**config.mk**
```make
export PLATFORM = sky130hd
export DESIGN_NAME = uart_stream_adapter
export DESIGN_NICKNAME = d
export VERILOG_FILES = /design/src/rtl/uart_stream_adapter.sv
export SDC_FILE = /design/constraint.sdc
export NUM_CORES = 1
export LEC_CHECK = 0
export CORE_ASPECT_RATIO = 0.8
export CORE_MARGIN = 2
export CORE_UTILIZATION = 55
export DETAILED_ROUTE_END_ITERATION = 8
export GPL_ROUTABILITY_DRIVEN = 0
export GPL_TIMING_DRIVEN = 0
export PLACE_DENSITY_LB_ADDON = 0.12
export RECOVER_POWER = 25
export REMOVE_ABC_BUFFERS = 1
export SYNTH_ARGS = -nofsm -noshare
export SYNTH_HDL_FRONTEND = slang
export SYNTH_SLANG_ARGS = --single-unit
export TNS_END_PERCENT = 50
```
**constraint.sdc**
```tcl
create_clock -name wb_clk_i -period 2.7 [get_ports wb_clk_i]
set_input_delay 0.54 -clock wb_clk_i [delete_from_list [all_inputs] [get_ports wb_clk_i]]
set_output_delay 0.54 -clock wb_clk_i [all_outputs]
set_load 0.01 [all_outputs]
```
**src/rtl/uart_stream_adapter.sv**
```systemverilog
// Bridges a UART controller register port to byte streams: polls status, pulls
// RX bytes into a first-word-fall-through FIFO and pushes held TX bytes out.
module uart_stream_adapter #(
  parameter int FIFO_DEPTH = 8,
  parameter int POLL_DIV   = 16
) (
  input  logic                        wb_clk_i,
  input  logic                        rst_n_i,
  output logic                        wb_cyc_o,
  output logic                        wb_we_o,
  output logic [1:0]                  wb_addr_o,
  input  logic [7:0]                  wb_datr_i,
  output logic [7:0]                  wb_datw_o,
  input  logic                        int_i,
  input  logic [7:0]                  tx_data_i,
  input  logic                        tx_valid_i,
  output logic                        tx_ready_o,
  output logic [7:0]                  rx_data_o,
  output logic                        rx_valid_o,
  input  logic                        rx_ready_i,
  output logic [$clog2(FIFO_DEPTH):0] rx_level_o
);
  localparam int AW = $clog2(FIFO_DEPTH);
  localparam int CW = (POLL_DIV > 2) ? $clog2(POLL_DIV) : 1;

  typedef enum logic [2:0] {IDLE, ST_RD, ST_CAP, RX_RD, RX_CAP, TX_WR} state_t;

  state_t        r_state, w_next;
  logic [CW-1:0] r_poll;
  logic          w_poll_inc, w_poll_clr, w_tx_done;
  logic          r_held;
  logic [7:0]    r_tx_data;
  logic [7:0]    r_mem [FIFO_DEPTH];
  logic [AW-1:0] r_wr_ptr, r_rd_ptr;
  logic [AW:0]   r_level;
  logic          w_full, w_push, w_pop;

  assign w_full     = (r_level == (AW+1)'(FIFO_DEPTH));
  assign w_push     = (r_state == RX_CAP);
  assign w_pop      = rx_valid_o & rx_ready_i;
  assign rx_valid_o = (r_level != '0);
  assign rx_data_o  = rx_valid_o ? r_mem[r_rd_ptr] : 8'h00;
  assign rx_level_o = r_level;
  assign tx_ready_o = ~r_held;

  always_ff @(posedge wb_clk_i or negedge rst_n_i) begin
    if (!rst_n_i) r_state <= IDLE;
    else          r_state <= w_next;
  end

  // Status decision uses the read data returned in ST_CAP directly; only bits 1:0 matter.
  always_comb begin
    w_next     = r_state;
    wb_cyc_o   = 1'b0;
    wb_we_o    = 1'b0;
    wb_addr_o  = 2'd0;
    wb_datw_o  = 8'h00;
    w_poll_inc = 1'b0;
    w_poll_clr = 1'b0;
    w_tx_done  = 1'b0;
    case (r_state)
      IDLE: begin
        if (int_i || r_poll == CW'(POLL_DIV-1) || r_held) w_next = ST_RD;
        else                                               w_poll_inc = 1'b1;
      end
      ST_RD: begin
        wb_cyc_o   = 1'b1;
        wb_addr_o  = 2'd1;
        w_poll_clr = 1'b1;
        w_next     = ST_CAP;
      end
      ST_CAP: begin
        if (wb_datr_i[0] && !w_full)     w_next = RX_RD;
        else if (r_held && !wb_datr_i[1]) w_next = TX_WR;
        else                              w_next = IDLE;
      end
      RX_RD: begin
        wb_cyc_o = 1'b1;
        w_next   = RX_CAP;
      end
      RX_CAP: w_next = IDLE;
      TX_WR: begin
        wb_cyc_o  = 1'b1;
        wb_we_o   = 1'b1;
        wb_datw_o = r_tx_data;
        w_tx_done = 1'b1;
        w_next    = IDLE;
      end
      default: w_next = IDLE;
    endcase
  end

  always_ff @(posedge wb_clk_i or negedge rst_n_i) begin
    if (!rst_n_i)        r_poll <= '0;
    else if (w_poll_clr) r_poll <= '0;
    else if (w_poll_inc) r_poll <= r_poll + CW'(1);
  end

  always_ff @(posedge wb_clk_i or negedge rst_n_i) begin
    if (!rst_n_i) begin
      r_held    <= 1'b0;
      r_tx_data <= 8'h00;
    end else if (w_tx_done) begin
      r_held    <= 1'b0;
    end else if (tx_valid_i && !r_held) begin
      r_held    <= 1'b1;
      r_tx_data <= tx_data_i;
    end
  end

  // Storage needs no reset; rx_data_o is masked while empty.
  always_ff @(posedge wb_clk_i) begin
    if (w_push) r_mem[r_wr_ptr] <= wb_datr_i;
  end

  always_ff @(posedge wb_clk_i or negedge rst_n_i) begin
    if (!rst_n_i) begin
      r_wr_ptr <= '0;
      r_rd_ptr <= '0;
      r_level  <= '0;
    end else begin
      if (w_push) r_wr_ptr <= r_wr_ptr + AW'(1);
      if (w_pop)  r_rd_ptr <= r_rd_ptr + AW'(1);
      case ({w_push, w_pop})
        2'b10:   r_level <= r_level + (AW+1)'(1);
        2'b01:   r_level <= r_level - (AW+1)'(1);
        default: r_level <= r_level;
      endcase
    end
  end
endmodule

```
==> impl_metrics.py, run 1 <==
metrics = {
    "outcome": {
        "outcome": "complete, no violations",
    },
    "layout": {
        "drive_gt1_share_pct": 22.3,
        "antenna_cells": 0,
        "final_area_um2": 4630,
        "final_cell_mix": "edfxtp_1, clkdlybuf4s50_1, dfrtp_1",
        "area_growth_pct": 21.2,
        "nFillCells": 483,
        "layout_commonest_cell": "edfxtp_1",
        "fin_nets": 305,
        "utilization_pct": 68.2,
    },
    "critical_path": {
        "crit_chain": "or2b_2, nor2_1, clkdlybuf4s50_1",
        "critPathMaxFanout": 8,
        "cp.arrival_ps": 2040,
        "rr_startpoint": "rx_level_o[2]",
        "critPathCaptureType": "primary output",
        "start_kind": "flip-flop",
        "worst-setup-path-type": "flip-flop to primary output",
        "rrSetupSlack_ps": 220,
        "critPathSlowestCell": "clkdlybuf4s50_1",
        "max_stage_delay_ps": 600,
        "crit_family": "simple AND/OR/NAND/NOR gates",
        "crit_start": "r_state[0]",
        "crit_buf_inv": 1,
        "critPathRequiredTime_ps": 2160,
    },
    "floorplanning": {
        "die_area_um2": 7630,
        "die_w_um": 97.2,
        "fp.dieH_um": 78.5,
        "row_count": 27,
        "io_pins": 47,
        "core_um2": 6790,
        "start_util_pct": 56.2,
    },
    "global_routing": {
        "grt_antenna_before_repair": 0,
        "grt_pass1_vias": 2100,
        "track_usage_pct": 19.4,
        "grt_overflow": 0,
        "grt_max_degree": 27,
        "grt_pass1_wl_um": 10900,
    },
    "timing": {
        "setup_viol": 0,
        "hold_violations": 0,
        "fin_crit_ps": 2580,
        "rsz0062_at_grt": "no",
        "worst_pin_slew_ps": 1410,
        "setup_tns_ps": 0,
        "worst_slew_margin_rel_pct": 5.70,
        "fin_crit_sh_pct": 95.4,
        "layout_setup_ws_ps": 125,
        "maxSlewViolCount": 0,
        "fmax_ghz": 0.388,
        "whs_ps": 492,
        "fin_worst_skew_ps": 13.2,
    },
    "power_and_ir_drop": {
        "vdd_drop_max_v": 0.000732,
        "p_leak_uw": 0.00173,
        "p_per_area_nw_per_um2": 969,
    },
    "flow_run": {
        "max-cap-violations": 0,
    },
    "route": {
        "wl_per_cell_um": 18.6,
        "num_vias": 2072,
        "wl_um": 6880,
        "via_per_inst": 5.60,
        "drtPass1Iterations": 4,
        "drc": 0,
        "antenna_left": 0,
        "drt_iter0_markers": 90,
    },
    "clock_network": {
        "clock_latency_ps": 360,
        "cts.hold.buffers_added": 0,
        "path_clk_slew_ps": 100,
        "cts_buffers": 9,
        "cts-root-buf": "clkbuf_8",
        "cts_buffer_depth": 2,
        "htreeDepth": 3,
        "cts_tree": "yes",
        "cts_sinks": 90,
    },
    "synthesis": {
        "ys_seq_elements": 90,
        "yosys_warnings": 0,
        "avgSynthCellArea_um2": 16.8,
        "synth_top_area_share_pct": 50.3,
        "netlist_instances": 227,
        "synth_ff_type": "edfxtp_1",
        "synthArstFlopShare_pct": 28.9,
        "synth_edf_count": 64,
        "synth-seq-area-share_pct": 67.4,
        "synthesis.area_um2": 3820,
        "yosys-top-cells-area": "edfxtp_1, dfrtp_1, mux4_2",
        "synth_cell_type_count": 38,
        "yosysTopAreaCell": "edfxtp_1",
    },
    "place": {
        "io_buffers": 45,
        "post-place-ws_ps": -326,
        "postPlaceCellArea_um2": 4330,
        "dp_hpwl_um": 4440,
    },
    "hold_path": {
        "hold_class": "primary input to async pin",
    },
}
[cell usage after synthesis, types with 2 or more instances]
cell type,instances
a21boi_0,2
a21oi_1,4
and2_1,9
buf_1,2
buf_2,4
buf_4,2
clkbuf_1,3
dfrtp_1,26
edfxtp_1,64
ha_1,6
inv_1,4
mux2_2,11
mux2i_1,11
mux4_2,16
nand2_1,4
nand2b_1,3
nor2_1,21
nor3_1,3
nor3b_1,2
nor4bb_1,2
o21ai_0,2
or3b_2,2
xnor2_1,5
xor2_1,5
[where the power goes]
group,internal (uW),total [uW],switching [uW]
logic,921,1520,602
registers,1700,2010,312
clock network,447,953,506
total,3070,4490,1420
[state kept, by name (all words and copies together), names as in the netlist]
name / flops
r_held: 1
r_mem: 64
r_poll: 4
r_rd_ptr: 3
r_state: 3
r_tx_data: 8
r_wr_ptr: 3
rx_level_o: 4
[cell type report]
| type | count | area (um2) | share of cell area, % |
|---|---|---|---|
| flip-flops and latches | 90 | 2580 | 55.7 |
| multi-input cells | 121 | 1190 | 25.7 |
| repair buffers | 51 | 527 | 11.4 |
| clock buffers | 9 | 124 | 2.68 |
| well taps | 87 | 109 | 2.35 |
| clock inverters | 7 | 85.1 | 1.84 |
| inverters | 5 | 18.8 | 0.405 |
[per-stage QoR]
| step | power (uW) | cells |
|---|---|---|
| global placement | 3460 | 348 |
| CTS | 4550 | 370 |
| floorplan | 2880 | 216 |
| global route | 4740 | 370 |
| detailed placement | 3510 | 348 |
| finish | 4490 | 370 |
[cells by family (layout without fill, tap and decap cells)]
| logic type | Yosys count | in the layout | share of synthesized area (%) |
|---|---|---|---|
| flip-flops | 90 | 90 | 67.4 |
| AND/OR/NAND/NOR | 54 | 54 | 8.32 |
| multiplexers | 38 | 38 | 15.6 |
| buffers and inverters | 16 | 72 | 1.90 |
| AO/OA/AOI/OAI | 12 | 12 | 2.49 |
| XOR/XNOR | 10 | 10 | 2.29 |
| adder cells (fa/ha/maj) | 6 | 6 | 1.97 |
| other | 1 | 1 | 0.0982 |
[per-layer routing]
metal  part of all wire [%]  vias to the layer above  track usage (%)
met5                      0                        -                0
met4                   0.64                        0             5.21
met3                    3.8                        4             5.88
met2                     49                       44             31.1
met1                     46                     1062             26.2
li1                       -                      962                -
[worst paths after layout]
check,to,cells past startpoint
worst min-delay path,rx_level_o[1],1
min in group wb_clk_i,r_tx_data[7],1
worst max register to register,rx_level_o[2],11
worst max-delay path,wb_addr_o[0],3
max in group asynchronous,r_rd_ptr[0],1
worst min register to register,r_tx_data[7],1
[repair_timing]
action                     in CTS  in global routing
cloned                          0                  0
setup endpoints to repair      18                 73
setup buffers                   6                  0
pin swaps                       1                  0
resized for setup               7                  8
Note: power is estimated with default switching activity, not from simulation.
==> run 2, diff against run 1 <==
Settings changed: CAP_MARGIN from default to 5, CELL_PAD_IN_SITES_DETAIL_PLACEMENT from default to 1, CELL_PAD_IN_SITES_GLOBAL_PLACEMENT from default to 1, CORE_ASPECT_RATIO 0.8 to 0.6, CORE_UTILIZATION 55 to 47.
==> run 2 against run 1 <==
Clock-buffer cell count stayed put. Global-route usage up 0.21 points. Final area up 2.9%. Largest power group unchanged. Highest routed layer unchanged.
==> impl_metrics.py, run 2 (synthesis gave the netlist of run 1 again) <==
metrics = {
    "route": {
        "wl_per_cell_um": 19.8,
        "antenna_left": 0,
        "drt_iter0_markers": 163,
        "drc": 0,
        "wl_um": 7750,
        "via_per_inst": 5.32,
        "drtPass1Iterations": 4,
        "num_vias": 2081,
    },
    "timing": {
        "hold_violations": 0,
        "worst_slew_margin_rel_pct": 25.7,
        "setup_tns_ps": 0,
        "maxSlewViolCount": 0,
        "fmax_ghz": 0.385,
        "worst_pin_slew_ps": 1120,
        "fin_worst_skew_ps": 7.69,
        "fin_crit_sh_pct": 96.3,
        "setup_viol": 0,
        "fin_crit_ps": 2600,
        "rsz0062_at_grt": "no",
    },
    "clock_network": {
        "cts_buffer_depth": 2,
        "htreeDepth": 3,
        "cts_buffers": 9,
        "clock_latency_ps": 340,
        "cts.hold.buffers_added": 0,
        "cts_tree": "yes",
        "cts_sinks": 90,
        "path_clk_slew_ps": 60,
        "cts-root-buf": "clkbuf_16",
    },
    "outcome": {
        "outcome": "complete, no violations",
    },
    "floorplanning": {
        "start_util_pct": 48.4,
        "die_area_um2": 8890,
        "fp.dieH_um": 73.8,
        "die_w_um": 120,
        "core_um2": 7880,
        "io_pins": 47,
        "row_count": 25,
    },
    "layout": {
        "reg_top3": "r_mem x64, r_tx_data x8",
        "largest_reg_flops": 64,
        "layout_commonest_cell": "edfxtp_1",
        "final_cell_mix": "edfxtp_1, clkdlybuf4s50_1, dfrtp_1",
        "drive_gt1_share_pct": 21.2,
        "final_cells": 391,
        "regMostFlops": "r_mem",
        "ff_latch_area_um2": 2580,
        "antenna_cells": 0,
        "area_growth_pct": 24.7,
        "multi_input_area_um2": 1190,
        "final_area_um2": 4760,
        "fin_nets": 305,
        "nFillCells": 730,
        "utilization_pct": 60.4,
    },
    "critical_path": {
        "crit_chain": "or2b_2, nor2_1, clkdlybuf4s50_1",
        "crit_family": "simple AND/OR/NAND/NOR gates",
        "max_stage_delay_ps": 610,
        "critPathSlowestCell": "clkdlybuf4s50_1",
        "critPathCaptureType": "primary output",
        "rrSetupSlack_ps": 220,
        "start_kind": "flip-flop",
        "critPathMaxFanout": 8,
        "worst-setup-path-type": "flip-flop to primary output",
        "cp.arrival_ps": 2060,
        "critPathRequiredTime_ps": 2160,
        "crit_buf_inv": 1,
    },
    "global_routing": {
        "grt_pass1_wl_um": 12200,
        "grt_overflow": 0,
        "grt_antenna_before_repair": 0,
        "grt_max_degree": 27,
        "grt_pass1_vias": 2161,
        "track_usage_pct": 19.6,
    },
    "flow_run": {
        "max-cap-violations": 0,
    },
    "place": {
        "postPlaceCellArea_um2": 4360,
        "place_inst": 370,
        "dp_hpwl_um": 5070,
        "io_buffers": 45,
    },
    "hold_path": {
        "hold_class": "flip-flop to flip-flop",
    },
    "power_and_ir_drop": {
        "vdd_drop_max_v": 0.000536,
        "p_leak_uw": 0.00177,
        "power_uw": 4910,
        "p_per_area_nw_per_um2": 1030,
    },
}
run 2: cell count changes in the layout (fill, tap and decap cells not counted), moves of 2 or more:
cell,previous run,this run
clkbuf_16,0,9
buf_4,4,2
clkinv_1,0,2
clkbuf_8,9,0
inv_8,2,0
run 2: area by class of cell:
| type | instances | share of cell area (%) |
|---|---|---|
| repair buffers | 51 | 11.1 |
| clock buffers | 9 | 4.73 |
| clock inverters | 7 | 1.94 |
| well taps | 108 | 2.84 |
| flip-flops and latches | 90 | 54.1 |
| inverters | 5 | 0.394 |
| multi-input cells | 121 | 24.9 |
run 2: stage by stage:
step / hold WS, ps / setup WS (ps)
finish: 497 / 99.8
global route: 514 / 8.31
CTS: 501 / -8.12
detailed placement: 487 / -368
global placement: 479 / -338
floorplan: 244 / 257
run 2: path summary, 6_finish.rpt:
| path | from | endpoint | cells past startpoint |
|---|---|---|---|
| worst max-delay path | r_state[0] | wb_addr_o[0] | 3 |
| worst min-delay path | r_tx_data[0] | r_tx_data[0] | 1 |
| worst max register to register | rx_level_o[2] | rx_level_o[2] | 10 |
| worst min register to register | r_tx_data[0] | r_tx_data[0] | 1 |
| max in group asynchronous | rst_n_i | r_rd_ptr[0] | 2 |
| min in group asynchronous | rst_n_i | r_tx_data[3] | 1 |
run 2: power by group:
part           total [uW]  leakage [uW]  internal [uW]  switching [uW]
registers            2020      0.000892           1700             317
logic                1570      0.000730            925             641
clock network        1320      0.000151            809             513
run 2: timing repair:
item,CTS,global route
setup buffers,4,0
endpoints found under the hold margin,0,0
resized for setup,8,7
pin swaps,1,0
endpoints found under the setup margin,25,6
run 2: per-layer routing:
metal | vias up | track usage [%] | part of all wire [%]
li1 | 954 | - | -
met1 | 1058 | 28.7 | 48
met2 | 62 | 27.4 | 44
met3 | 7 | 7.84 | 7.3
met4 | 0 | 4.91 | 0.66
met5 | - | 0 | 0
run 2: worst reg2reg max path, cell delays in order, from the launching register on:
cell and delay [ps]:
dfrtp_1 480, nor4_4 380, inv_2 60, and2_1 240, ha_1 310, xor2_1 180, ha_1 200, a21oi_1 140
xor2_1 160, nor2_1 70, xor2_1 140
==> run 3, diff against run 2 <==
Settings changed: MAX_ROUTING_LAYER from default to met4.
==> run 3 against run 2 <==
Worst hold slack barely moved. Worst setup slack improved by 5.3 ps. Non-clock buffer count stayed put. Clock skew about the same. Routed wire length shrank 0.32%. Critical endpoint unchanged. Highest routed layer unchanged.
==> impl_metrics.py, run 3 (synthesis gave the netlist of run 1 again) <==
metrics = {
    "critical_path": {
        "critPathMaxFanout": 8,
        "crit_buf_inv": 1,
        "crit_family": "simple AND/OR/NAND/NOR gates",
        "critPathSlowestCell": "clkdlybuf4s50_1",
        "rrSetupSlack_ps": 230,
        "worst-setup-path-type": "flip-flop to primary output",
        "critPathCaptureType": "primary output",
        "critPathRequiredTime_ps": 2160,
        "start_kind": "flip-flop",
        "timing.rr.end": "rx_level_o[2]",
        "max_stage_delay_ps": 610,
        "r2r_cells": 10,
        "rr_startpoint": "rx_level_o[2]",
        "crit_chain": "or2b_2, nor2_1, clkdlybuf4s50_1",
        "path_depth": 3,
        "cp.arrival_ps": 2050,
    },
    "timing": {
        "fin_crit_ps": 2590,
        "worst_slew_margin_rel_pct": 27.1,
        "setup_viol": 0,
        "whs_ps": 496,
        "fin_worst_skew_ps": 8.12,
        "hold_violations": 0,
        "fmax_ghz": 0.385,
        "maxSlewViolCount": 0,
        "worst_pin_slew_ps": 1090,
        "fin_crit_sh_pct": 96.1,
        "rsz0062_at_grt": "no",
    },
    "power_and_ir_drop": {
        "p_per_area_nw_per_um2": 1030,
        "vdd_drop_max_v": 0.000521,
        "p_leak_uw": 0.00177,
    },
    "layout": {
        "nFillCells": 728,
        "largest_reg_flops": 64,
        "fin_nets": 305,
        "antenna_cells": 0,
        "drive_gt1_share_pct": 21.2,
        "reg_top3": "r_mem x64, r_tx_data x8",
        "final_cell_mix": "edfxtp_1, clkdlybuf4s50_1, dfrtp_1",
        "final_area_um2": 4760,
        "area_growth_pct": 24.7,
        "regMostFlops": "r_mem",
        "layout_commonest_cell": "edfxtp_1",
    },
    "clock_network": {
        "cts_buffers": 9,
        "cts_sinks": 90,
        "cts_tree": "yes",
        "path_clk_slew_ps": 70,
        "clock_latency_ps": 340,
        "cts-root-buf": "clkbuf_16",
        "cts_buffer_depth": 2,
        "htreeDepth": 3,
    },
    "outcome": {
        "outcome": "complete, no violations",
    },
    "route": {
        "drt_iter0_markers": 156,
        "wl_per_cell_um": 19.7,
        "via_per_inst": 5.32,
        "drc": 0,
        "num_vias": 2082,
        "drtPass1Iterations": 4,
        "wl_um": 7720,
        "antenna_left": 0,
    },
    "floorplanning": {
        "die_w_um": 120,
        "die_area_um2": 8890,
        "start_util_pct": 48.4,
        "io_pins": 47,
        "fp.dieH_um": 73.8,
        "core_um2": 7880,
        "row_count": 25,
    },
    "global_routing": {
        "track_usage_pct": 20.1,
        "grt_max_degree": 27,
        "grt_pass1_vias": 2177,
        "grt_pass1_wl_um": 12200,
        "grt_antenna_before_repair": 0,
        "grt_overflow": 0,
    },
    "hold_path": {
        "min_delay_path_depth": 1,
        "hp-start": "r_tx_data[0]",
        "hold_class": "flip-flop to flip-flop",
        "whs_endpoint": "r_tx_data[0]",
    },
    "place": {
        "dp_hpwl_um": 5070,
        "postPlaceCellArea_um2": 4360,
        "io_buffers": 45,
    },
    "flow_run": {
        "max-cap-violations": 0,
    },
}
run 3: worst register-to-register path: cells and delay by family (launching register included):
kind / cells / cell delay, ps
flops: 1 / 480
buf+inv: 1 / 60
compound gates: 1 / 140
fa+ha+maj: 2 / 510
simple gates: 3 / 690
xor+xnor: 3 / 480
run 3: what timing repair did:
item | in CTS | in global routing
hold endpoints to repair | 0 | 0
buffers inserted | 4 | 0
pin swaps | 1 | 0
endpoints found under the setup margin | 25 | 6
hold buffers | 0 | 0
gates resized for setup | 8 | 7
run 3: layer usage:
metal  wire length (um)  GRT usage [%]  vias up
met3                432           6.99        7
met1               3800           28.7     1065
met2               3420           27.6       55
li1                   -              -      955
met5                  0              -        -
met4                 72           5.30        0
run 3: how the worst max path moves through the flow:
stage,from,endpoint
detailed placement,r_rd_ptr[0],rx_data_o[1]
global placement,r_rd_ptr[0],rx_data_o[1]
global route,r_state[0],wb_addr_o[0]
finish,r_state[0],wb_addr_o[0]
floorplan,rx_level_o[2],rx_level_o[2]
CTS,r_rd_ptr[0],rx_data_o[0]
run 3: metrics by stage:
stage               utilization [%]  cells  TNS (ps)  total power (uW)  setup WS [ps]
floorplan                         -    216         0              2880            257
global placement               55.2    369     -7120              3490           -338
detailed placement             55.3    370     -3180              3550           -368
CTS                            60.1    390     -8.12              4960          -8.12
global route                   60.4    391         0              5180           10.2
finish                         60.4    391         0              4900            105
run 3: where the power goes:
part           switching [uW]  internal, uW  total (uW)
Clock                     508           808        1320
Combinational             644           926        1570
Sequential                315          1700        2020
Total                    1470          3430        4900
run 3: area by class of cell:
cell class,instances,area (um2),share of cell area (%)
multi-input cells,121,1190,24.9
inverters,5,18.8,0.394
clock inverters,7,92.6,1.94
flip-flops and latches,90,2580,54.1
clock buffers,9,225,4.73
well taps,108,135,2.84
repair buffers,51,527,11.1
